## src/rtl/cache_pkg.sv

```systemverilog
// Shared cache constants and the line-fill FSM state type (also used by cache4way).
package cache_pkg;

    localparam int CACHE_ADR_WIDTH   = 32'd32;
    localparam int CACHE_WORD_WIDTH  = 32'd32;
    localparam int CACHE_WORD_OFFSET = 32'd2;
    localparam int BYTE_OFFSET       = 32'd2;
    localparam int WORDS_PER_LINE    = 32'd4;
    localparam int CACHE_LINE_WIDTH  = CACHE_WORD_WIDTH * WORDS_PER_LINE;

    typedef enum logic [1:0] {
        IDLE  = 2'd0,
        FETCH = 2'd1,
        FILL  = 2'd2
    } mshr_state_t;

endpackage

```

## src/rtl/mshr_line_buf.sv

```systemverilog
// Line assembly buffer: one register per word slot, indexed write with
// write-miss merge, flattened read-out (word i in the i-th DATA_WIDTH field).
module mshr_line_buf
    import cache_pkg::*;
#(
    parameter int DATA_WIDTH    = CACHE_WORD_WIDTH,
    parameter int WORD_OFFSET   = CACHE_WORD_OFFSET,
    parameter int DATAMEM_WIDTH = CACHE_LINE_WIDTH
) (
    input  logic                     clk,
    input  logic                     rst,
    input  logic                     i_clr,
    input  logic                     i_wr_en,
    input  logic [WORD_OFFSET-1:0]   i_wr_idx,
    input  logic                     i_merge,
    input  logic [DATA_WIDTH-1:0]    i_mem_dat,
    input  logic [DATA_WIDTH-1:0]    i_merge_dat,
    output logic [DATAMEM_WIDTH-1:0] o_line
);

    localparam int NWORDS = 32'd1 << WORD_OFFSET;

    logic [DATA_WIDTH-1:0] r_slot [NWORDS];
    logic [DATA_WIDTH-1:0] w_wr_dat;

    // Write-miss data replaces the memory word destined for the critical slot.
    always_comb begin
        if (i_merge) begin
            w_wr_dat = i_merge_dat;
        end else begin
            w_wr_dat = i_mem_dat;
        end
    end

    // Slot storage: cleared on reset and at each new accept, one slot written per ack.
    always_ff @(posedge clk) begin
        if (rst || i_clr) begin
            for (int i = 0; i < NWORDS; i++) begin
                r_slot[i] <= '0;
            end
        end else if (i_wr_en) begin
            r_slot[i_wr_idx] <= w_wr_dat;
        end
    end

    // Flatten the slots into the line bus presented to the data array.
    always_comb begin
        o_line = '0;
        for (int i = 0; i < NWORDS; i++) begin
            o_line[i*DATA_WIDTH +: DATA_WIDTH] = r_slot[i];
        end
    end

endmodule

```

## src/rtl/mshr_linefill.sv

```systemverilog
// Single-entry miss-status / line-fill engine: fetches a line critical-word-first
// with wrap-around, merges write-miss data, forwards the critical word of a read
// miss early and hands the assembled line to the cache in a one-cycle FILL.
module mshr_linefill
    import cache_pkg::*;
#(
    parameter int ADR_WIDTH     = CACHE_ADR_WIDTH,
    parameter int DATA_WIDTH    = CACHE_WORD_WIDTH,
    parameter int WORD_OFFSET   = CACHE_WORD_OFFSET,
    parameter int DATAMEM_WIDTH = CACHE_LINE_WIDTH
) (
    input  logic                                       clk,
    input  logic                                       rst,
    input  logic                                       miss_cc2mshr,
    input  logic [ADR_WIDTH-1:0]                       adr_cc2mshr,
    input  logic                                       rdwr_cc2mshr,
    input  logic [DATA_WIDTH-1:0]                      wdat_cc2mshr,
    output logic                                       busy_mshr2cc,
    output logic                                       req_mshr2mem,
    output logic [ADR_WIDTH-1:0]                       adr_mshr2mem,
    input  logic                                       ack_mem2mshr,
    input  logic [DATA_WIDTH-1:0]                      dat_mem2mshr,
    output logic                                       crit_vld_mshr2cc,
    output logic [DATA_WIDTH-1:0]                      crit_dat_mshr2cc,
    output logic                                       fill_mshr2cc,
    output logic [DATAMEM_WIDTH-1:0]                   line_mshr2cc,
    output logic [ADR_WIDTH-WORD_OFFSET-BYTE_OFFSET-1:0] ladr_mshr2cc
);

    localparam int LADR_WIDTH = ADR_WIDTH - WORD_OFFSET - BYTE_OFFSET;
    localparam logic [WORD_OFFSET-1:0] K_ZERO = '0;
    localparam logic [WORD_OFFSET-1:0] K_ONE  = {{(WORD_OFFSET-1){1'b0}}, 1'b1};
    localparam logic [WORD_OFFSET-1:0] K_LAST = '1;

    mshr_state_t             r_state;
    mshr_state_t             w_next_state;
    logic [LADR_WIDTH-1:0]   r_ladr;
    logic [WORD_OFFSET-1:0]  r_s;
    logic [WORD_OFFSET-1:0]  r_k;
    logic                    r_rdwr;
    logic [DATA_WIDTH-1:0]   r_wdat;
    logic                    r_crit_vld;
    logic [DATA_WIDTH-1:0]   r_crit_dat;

    logic                    w_busy;
    logic                    w_req;
    logic                    w_fill;
    logic                    w_accept;
    logic                    w_ack_fetch;
    logic                    w_first_ack;
    logic                    w_merge;
    logic [WORD_OFFSET-1:0]  w_idx;
    logic                    w_unused_adr_lsb;

    // Byte-offset bits never reach the word-aligned memory port.
    assign w_unused_adr_lsb = ^adr_cc2mshr[BYTE_OFFSET-1:0];

    // State register; reset dominates any same-edge miss or ack.
    always_ff @(posedge clk) begin
        if (rst) begin
            r_state <= IDLE;
        end else begin
            r_state <= w_next_state;
        end
    end

    // Next-state logic: FETCH ends on the ack of the last word, FILL lasts one cycle.
    always_comb begin
        w_next_state = r_state;
        case (r_state)
            IDLE: begin
                if (miss_cc2mshr) begin
                    w_next_state = FETCH;
                end else begin
                    w_next_state = IDLE;
                end
            end
            FETCH: begin
                if (ack_mem2mshr && (r_k == K_LAST)) begin
                    w_next_state = FILL;
                end else begin
                    w_next_state = FETCH;
                end
            end
            FILL:    w_next_state = IDLE;
            default: w_next_state = IDLE;
        endcase
    end

    // Output decode of the state register.
    always_comb begin
        w_busy = 1'b0;
        w_req  = 1'b0;
        w_fill = 1'b0;
        case (r_state)
            IDLE: begin
                w_busy = 1'b0;
            end
            FETCH: begin
                w_busy = 1'b1;
                w_req  = 1'b1;
            end
            FILL: begin
                w_busy = 1'b1;
                w_fill = 1'b1;
            end
            default: begin
                w_busy = 1'b0;
            end
        endcase
    end

    // Handshake qualifiers and the wrapped word index (s + k) mod line size.
    always_comb begin
        w_accept    = (r_state == IDLE) && miss_cc2mshr;
        w_ack_fetch = w_req && ack_mem2mshr;
        w_first_ack = w_ack_fetch && (r_k == K_ZERO);
        w_merge     = r_rdwr && (r_k == K_ZERO);
        w_idx       = r_s + r_k;
    end

    // Miss capture, word counter and the critical-word forward register.
    always_ff @(posedge clk) begin
        if (rst) begin
            r_ladr     <= '0;
            r_s        <= '0;
            r_k        <= '0;
            r_rdwr     <= 1'b0;
            r_wdat     <= '0;
            r_crit_vld <= 1'b0;
            r_crit_dat <= '0;
        end else begin
            r_crit_vld <= w_first_ack && !r_rdwr;
            if (w_first_ack && !r_rdwr) begin
                r_crit_dat <= dat_mem2mshr;
            end
            if (w_accept) begin
                r_ladr <= adr_cc2mshr[ADR_WIDTH-1 -: LADR_WIDTH];
                r_s    <= adr_cc2mshr[BYTE_OFFSET +: WORD_OFFSET];
                r_rdwr <= rdwr_cc2mshr;
                r_wdat <= wdat_cc2mshr;
                r_k    <= K_ZERO;
            end else if (w_ack_fetch) begin
                r_k <= r_k + K_ONE;
            end
        end
    end

    // Fetch address is word aligned and only driven while a request is open.
    always_comb begin
        if (w_req) begin
            adr_mshr2mem = {r_ladr, w_idx, {BYTE_OFFSET{1'b0}}};
        end else begin
            adr_mshr2mem = '0;
        end
    end

    assign busy_mshr2cc     = w_busy;
    assign req_mshr2mem     = w_req;
    assign fill_mshr2cc     = w_fill;
    assign crit_vld_mshr2cc = r_crit_vld;
    assign crit_dat_mshr2cc = r_crit_dat;
    assign ladr_mshr2cc     = r_ladr;

    mshr_line_buf #(
        .DATA_WIDTH    (DATA_WIDTH),
        .WORD_OFFSET   (WORD_OFFSET),
        .DATAMEM_WIDTH (DATAMEM_WIDTH)
    ) u_line_buf (
        .clk         (clk),
        .rst         (rst),
        .i_clr       (w_accept),
        .i_wr_en     (w_ack_fetch),
        .i_wr_idx    (w_idx),
        .i_merge     (w_merge),
        .i_mem_dat   (dat_mem2mshr),
        .i_merge_dat (r_wdat),
        .o_line      (line_mshr2cc)
    );

endmodule

```

## config.mk

```make
export PLATFORM = sky130hd
export DESIGN_NAME = mshr_linefill
export DESIGN_NICKNAME = d
export VERILOG_FILES = /design/src/rtl/cache_pkg.sv /design/src/rtl/mshr_line_buf.sv /design/src/rtl/mshr_linefill.sv
export SDC_FILE = /design/constraint.sdc
export NUM_CORES = 1
export LEC_CHECK = 0
export CAP_MARGIN = 20
export CORE_AREA = 2 2 125 127
export DETAILED_ROUTE_END_ITERATION = 8
export DIE_AREA = 0 0 127 129
export DONT_BUFFER_PORTS = 1
export PLACE_DENSITY = 0.69
export SETUP_SLACK_MARGIN = 0.05
export SYNTH_ARGS = -nofsm -noshare
export SYNTH_HDL_FRONTEND = slang
export SYNTH_SLANG_ARGS = --single-unit
```

## constraint.sdc

```tcl
create_clock -name clk -period 12.2 [get_ports clk]
set_clock_uncertainty 0.1 [all_clocks]
set_input_delay 2.44 -clock clk [delete_from_list [all_inputs] [get_ports clk]]
set_output_delay 2.44 -clock clk [all_outputs]
set_load 0.1 [all_outputs]
```

# After elaboration in Yosys (flattened, before gate mapping)

Memories as Yosys holds them, arrays and structs flattened.
Index checks and enable logic that the tools add are counted.

Flip-flop bits (word level): 100
Memories kept: 1
Memory bits (writable): 128
Output and inout port bits: 224
Bits of input ports: 101
Logic and storage cells: 43

Memory list:

| name              | depth | width | read ports | clocked after memory_dff | write ports | line                | text |
|---|---|---|---|---|---|---|---|
| u_line_buf.r_slot | 4     | 32    | 4          | 0                        | 4           | mshr_line_buf.sv:23 | `logic [DATA_WIDTH-1:0] r_slot [NWORDS];` |

Reduce and logical (&&, ||, !) cells: 13
Multiplexer cells: 16
Add/subtract/negate cells: 2
Equal/unequal tests: 3

Operators with widths:

| cell                                           | number |
|---|---|
| 2-to-1 mux 32 bit                              | 3 |
| OR reduction 32 bit                            | 1 |
| 2-to-1 mux 1 bit                               | 10 |
| logical AND 1 bit                              | 6 |
| == test 2 bit (second input constant)          | 2 |
| logical NOT 2 bit                              | 2 |
| 2-to-1 mux 2 bit                               | 2 |
| one-hot mux 2 bit (2 select lines)             | 1 |
| OR reduction 2 bit                             | 2 |
| adder 2 x 1 -> 2 bit (second input constant)   | 1 |
| adder 2 bit                                    | 1 |
| == test 2 x 1 -> 1 bit (second input constant) | 1 |
| logical NOT 1 bit                              | 1 |
| logical OR 1 bit                               | 1 |

# Longest topological paths before layout

Depth after elaboration: 8
Gate-level depth with buffers: 8
Depth with buffers taken out: 5

# Hierarchy

From an unflattened synthesis, not the netlist that was laid out.

Cell total of the unflattened synthesis: 825
Area, all modules: 9824.4 um^2

By module, submodules not included:

| module        | cells an instance | instances | area each (um^2) | sequential area each (um^2) |
|---|---|---|---|---|
| mshr_line_buf | 328               | 1         | 5123.7           | 3843.7 |
| mshr_linefill | 497               | 1         | 4700.8           | 2001.9 |

# Worst setup path after synthesis

Ideal clock, no wire load.

Path kind: input -> register
From: input ack_mem2mshr
To: memory u_line_buf.r_slot[1][0] (netlist name) (enable)
Arrival time: 5.109 ns
Required time: 11.634 ns
Setup time: 0.466 ns
Buffers on the path: 1
Cell stages on the path: 3
Setup slack: 6.525 ns
Cells stage by stage: clkbuf_1 -> nand3_1 -> o21ai_0

RTL lines:

| element     | line                | text |
|---|---|---|
| from (decl) | mshr_linefill.sv:21 | `input logic ack_mem2mshr,` |
| to (decl)   | mshr_line_buf.sv:23 |  |

# Worst setup path in the final report

From: register r_state[1]
To: output adr_mshr2mem[2]

Cells in the longest elaborated chain, start to end: 3

Ends and longest elaborated chain:

| element                | line                 | text |
|---|---|---|
| from (decl)            | mshr_linefill.sv:35  | `mshr_state_t r_state;` |
| from (signal assigned) | mshr_linefill.sv:63  | `r_state <= w_next_state;` |
| == test 2 x 1 -> 1 bit | mshr_linefill.sv:95  | `case (r_state)` |
| 2-to-1 mux 1 bit       | mshr_linefill.sv:95  |  |
| net req_mshr2mem       | mshr_linefill.sv:19  | `output logic req_mshr2mem,` |
| 2-to-1 mux 32 bit      | mshr_linefill.sv:151 | `if (w_req) begin` |
| to (decl)              | mshr_linefill.sv:20  | `output logic [ADR_WIDTH-1:0] adr_mshr2mem,` |

The timed path passes the listed nets, and every way through them passes these cells.

==> flow_summary_export.csv <==
group,metric,value,unit
outcome,status,"completed",
global_routing,grt_max_degree,72,
sta,max_clock_freq,188.6,MHz
sta,period_needed,5303,ps
detailed_routing,drt_wl_total,21.30,mm
detailed_routing,wl_met2,10.59,mm
placed_design,hpwl,13.62,mm
synthesis,synthTopCellsByArea,"edfxtp_1, dfxtp_1, a22o_1",
pwr,power,2.030,mW
final_layout,area_growth,10.65,%
worst_setup_path,cp-start-kind,"flip-flop",
sta,slew_headroom,28.00,%
global_routing,grt_use_total,24.83,%
clocking,numCtsBuffers,23,
run,max-cap-violations,0,
detailed_routing,drt-met1-wl,7.761,mm
synthesis,ys_seq_elements,228,
sta,finalHoldViolations,0,
sta,finalCritPeriodShare,43.47,%
synthesis,ys.flop_type,"edfxtp_1",
synthesis,synth_edf_count,128,
clocking,clock_path_buffers,3,
detailed_routing,drt_first_iter_violations,462,
synthesis,synth_top_area_share,46.20,%
detailed_routing,top_layer,"met4",
clocking,cts_resized,0,
clocking,cts_tree,"built",
pwr,pwr-share-clk,33.0,%
placed_design,numPortBuffers,0,
clocking,h-tree-depth,1,
final_layout,multi_input_area,2305,um2
sta,slew_violations,0,
floorplan,core,14980,um2
detailed_routing,avgViaCountPerCell,6.052,
synthesis,ys.warnings.count,0,
floorplan,die_h,129,um
global_routing,grt_overflow,0,
synthesis,synth_area_leader_cell,"edfxtp_1",
worst_setup_path,arrival,2760,ps
global_routing,grt_pass1_wl,30.46,mm
pwr,p_leak,3.695,nW
synthesis,synth_cells,665,
sta,rsz0062_at_grt,"no",
sta,worst_pin_slew,1079,ps
final_layout,layout_commonest_cell,"edfxtp_1",
worst_setup_path,critPathCaptureType,"output pin",
pwr,p_comb_share,6.8,%
final_layout,layout-drive-gt1-share,8.806,%
synthesis,avgSynthCellArea,12.51,um2
final_layout,fillCellCount,1161,
clocking,clockRootBuffer,"clkbuf_16",
floorplan,die_x,127,um
floorplan,num_io_pins,325,
sta,setup_viol,0,
floorplan,rows,45,
worst_setup_path,crit_required,9660,ps
final_layout,final_nets,760,
placed_design,dpl_worst_slack,7254,ps
global_routing,antenna_found_initial,1,
synthesis,yosysSeqAreaShare,70.27,%
detailed_routing,final_antenna_net_count,0,
floorplan,initial_core_util,55.55,%
pwr,irDropWorstVdd,127.5,uV
clocking,path_clk_slew,60,ps
clocking,post-cts-setup-buffers,0,
detailed_routing,drcViolationCount,0,
pwr,p_seq_share,60.2,%
sta,finalSetupTns,0,ps
global_routing,grt_pass1_vias,4978,
synthesis,syn-cell-area,8319,um2
pwr,internal_power,1.298,mW
worst_setup_path,worst-path-max-fanout,39,
min_path,min_path_type,"reg2reg",
pwr,p_sw,732.7,uW
pwr,swShare,36.08,%
floorplan,fp.dieArea,16380,um2
detailed_routing,num_vias,5199,
sta,worst_slack,6897,ps
detailed_routing,wl_per_cell,24.80,um
pwr,powerDensity,220.6,nW/um2
clocking,postCtsHoldBufs,0,
clocking,cts_num_sinks,228,
worst_setup_path,path_class,"reg2out",
synthesis,yosysUniqueCellTypes,29,
synthesis,async_reset_ff_share,0,%
final_layout,layout_common_cells,"edfxtp_1, nor2_1, dfxtp_1",
detailed_routing,wl_met3,2.135,mm
final_layout,seq_area,5846,um2
placed_design,gp_congestion,0.8555,
clocking,clk_latency,500,ps
detailed_routing,first_pass_iters,5,
-- routing by layer --
layer	GRT usage (%)	up-vias
li1	-	2293
met5	0	-
met2	42.41	352
met3	7.110	55
met1	29.34	2499
met4	11.38	0
-- power by group through the flow --
stage | combinational [mW] | sequential [mW] | clock (mW)
floorplan | 0.110 | 1.23 | 0
global placement | 0.134 | 1.24 | 0
detailed placement | 0.137 | 1.24 | 0
CTS | 0.137 | 1.22 | 0.676
global route | 0.147 | 1.23 | 0.710
finish | 0.137 | 1.22 | 0.671
-- sequential cells by signal, indices dropped and copies added (netlist names) --
name / flops
crit_dat_mshr2cc: 32
crit_vld_mshr2cc: 1
ladr_mshr2cc: 28
r_k: 2
r_rdwr: 1
r_s: 2
r_state: 2
r_wdat: 32
u_line_buf.r_slot: 128
-- cell families (layout without fill, tap and decap cells) --
kind of cell               count (synthesis)  in the layout  synth area share, %
AOI/OAI and AO/OA                        100            100                8.934
xor gates and xnor gates                   3              3               0.6617
other                                      1              3              0.04508
adders and majority gates                  6              6               0.9024
and+or+nand+nor                          243            243                12.59
buffers and inverters                     52             56                2.752
muxes                                     32             32                3.850
DFF                                      228            228                70.27
-- cell usage after synthesis, drive strengths merged, types with 2 or more instances --
master	number
o21ai	2
nand2	72
inv	5
dfxtp	100
a21oi	33
a22o	63
nor2	130
and2	31
ha	6
mux2i	32
clkbuf	37
edfxtp	128
nand3	5
buf	10
-- layout make-up --
class | instances | share of cell area, %
Multi-Input combinational cell | 386 | 25.04
Clock buffer | 38 | 7.299
Clock inverter | 4 | 0.5029
Antenna cell | 1 | 0.02718
Sequential cell | 228 | 63.50
Tap cell | 188 | 2.555
Timing Repair Buffer | 9 | 0.8699
Inverter | 5 | 0.2039
-- worst paths after layout --
kind,startpoint,to,slack [ps],depth (start not counted)
worst max-delay path,r_state[1],adr_mshr2mem[2],6900,3
worst min-delay path,r_wdat[11],r_wdat[11],380,1
worst max register to register,r_state[1],u_line_buf.r_slot[2][11],8300,5
worst min register to register,r_wdat[11],r_wdat[11],380,1
-- worst max-delay path, cell delays in order, from the launching register on --
cell,delay (ps)
dfxtp_1,320
inv_1,80
ha_2,900
and2_1,950
-- through the flow --
step / std cells / hold slack, ps / utilization, % / cell area (um2)
global route: 859 / 389.7 / 61.46 / 9205
CTS: 857 / 380.6 / 61.31 / 9183
global placement: 815 / 360.9 / 56.52 / 8464
floorplan: 666 / 348.4 / - / 8323
detailed placement: 815 / 363.4 / 56.52 / 8464
finish: 859 / 379.0 / 61.46 / 9205
No activity file was read; power rests on OpenSTA's default activity.
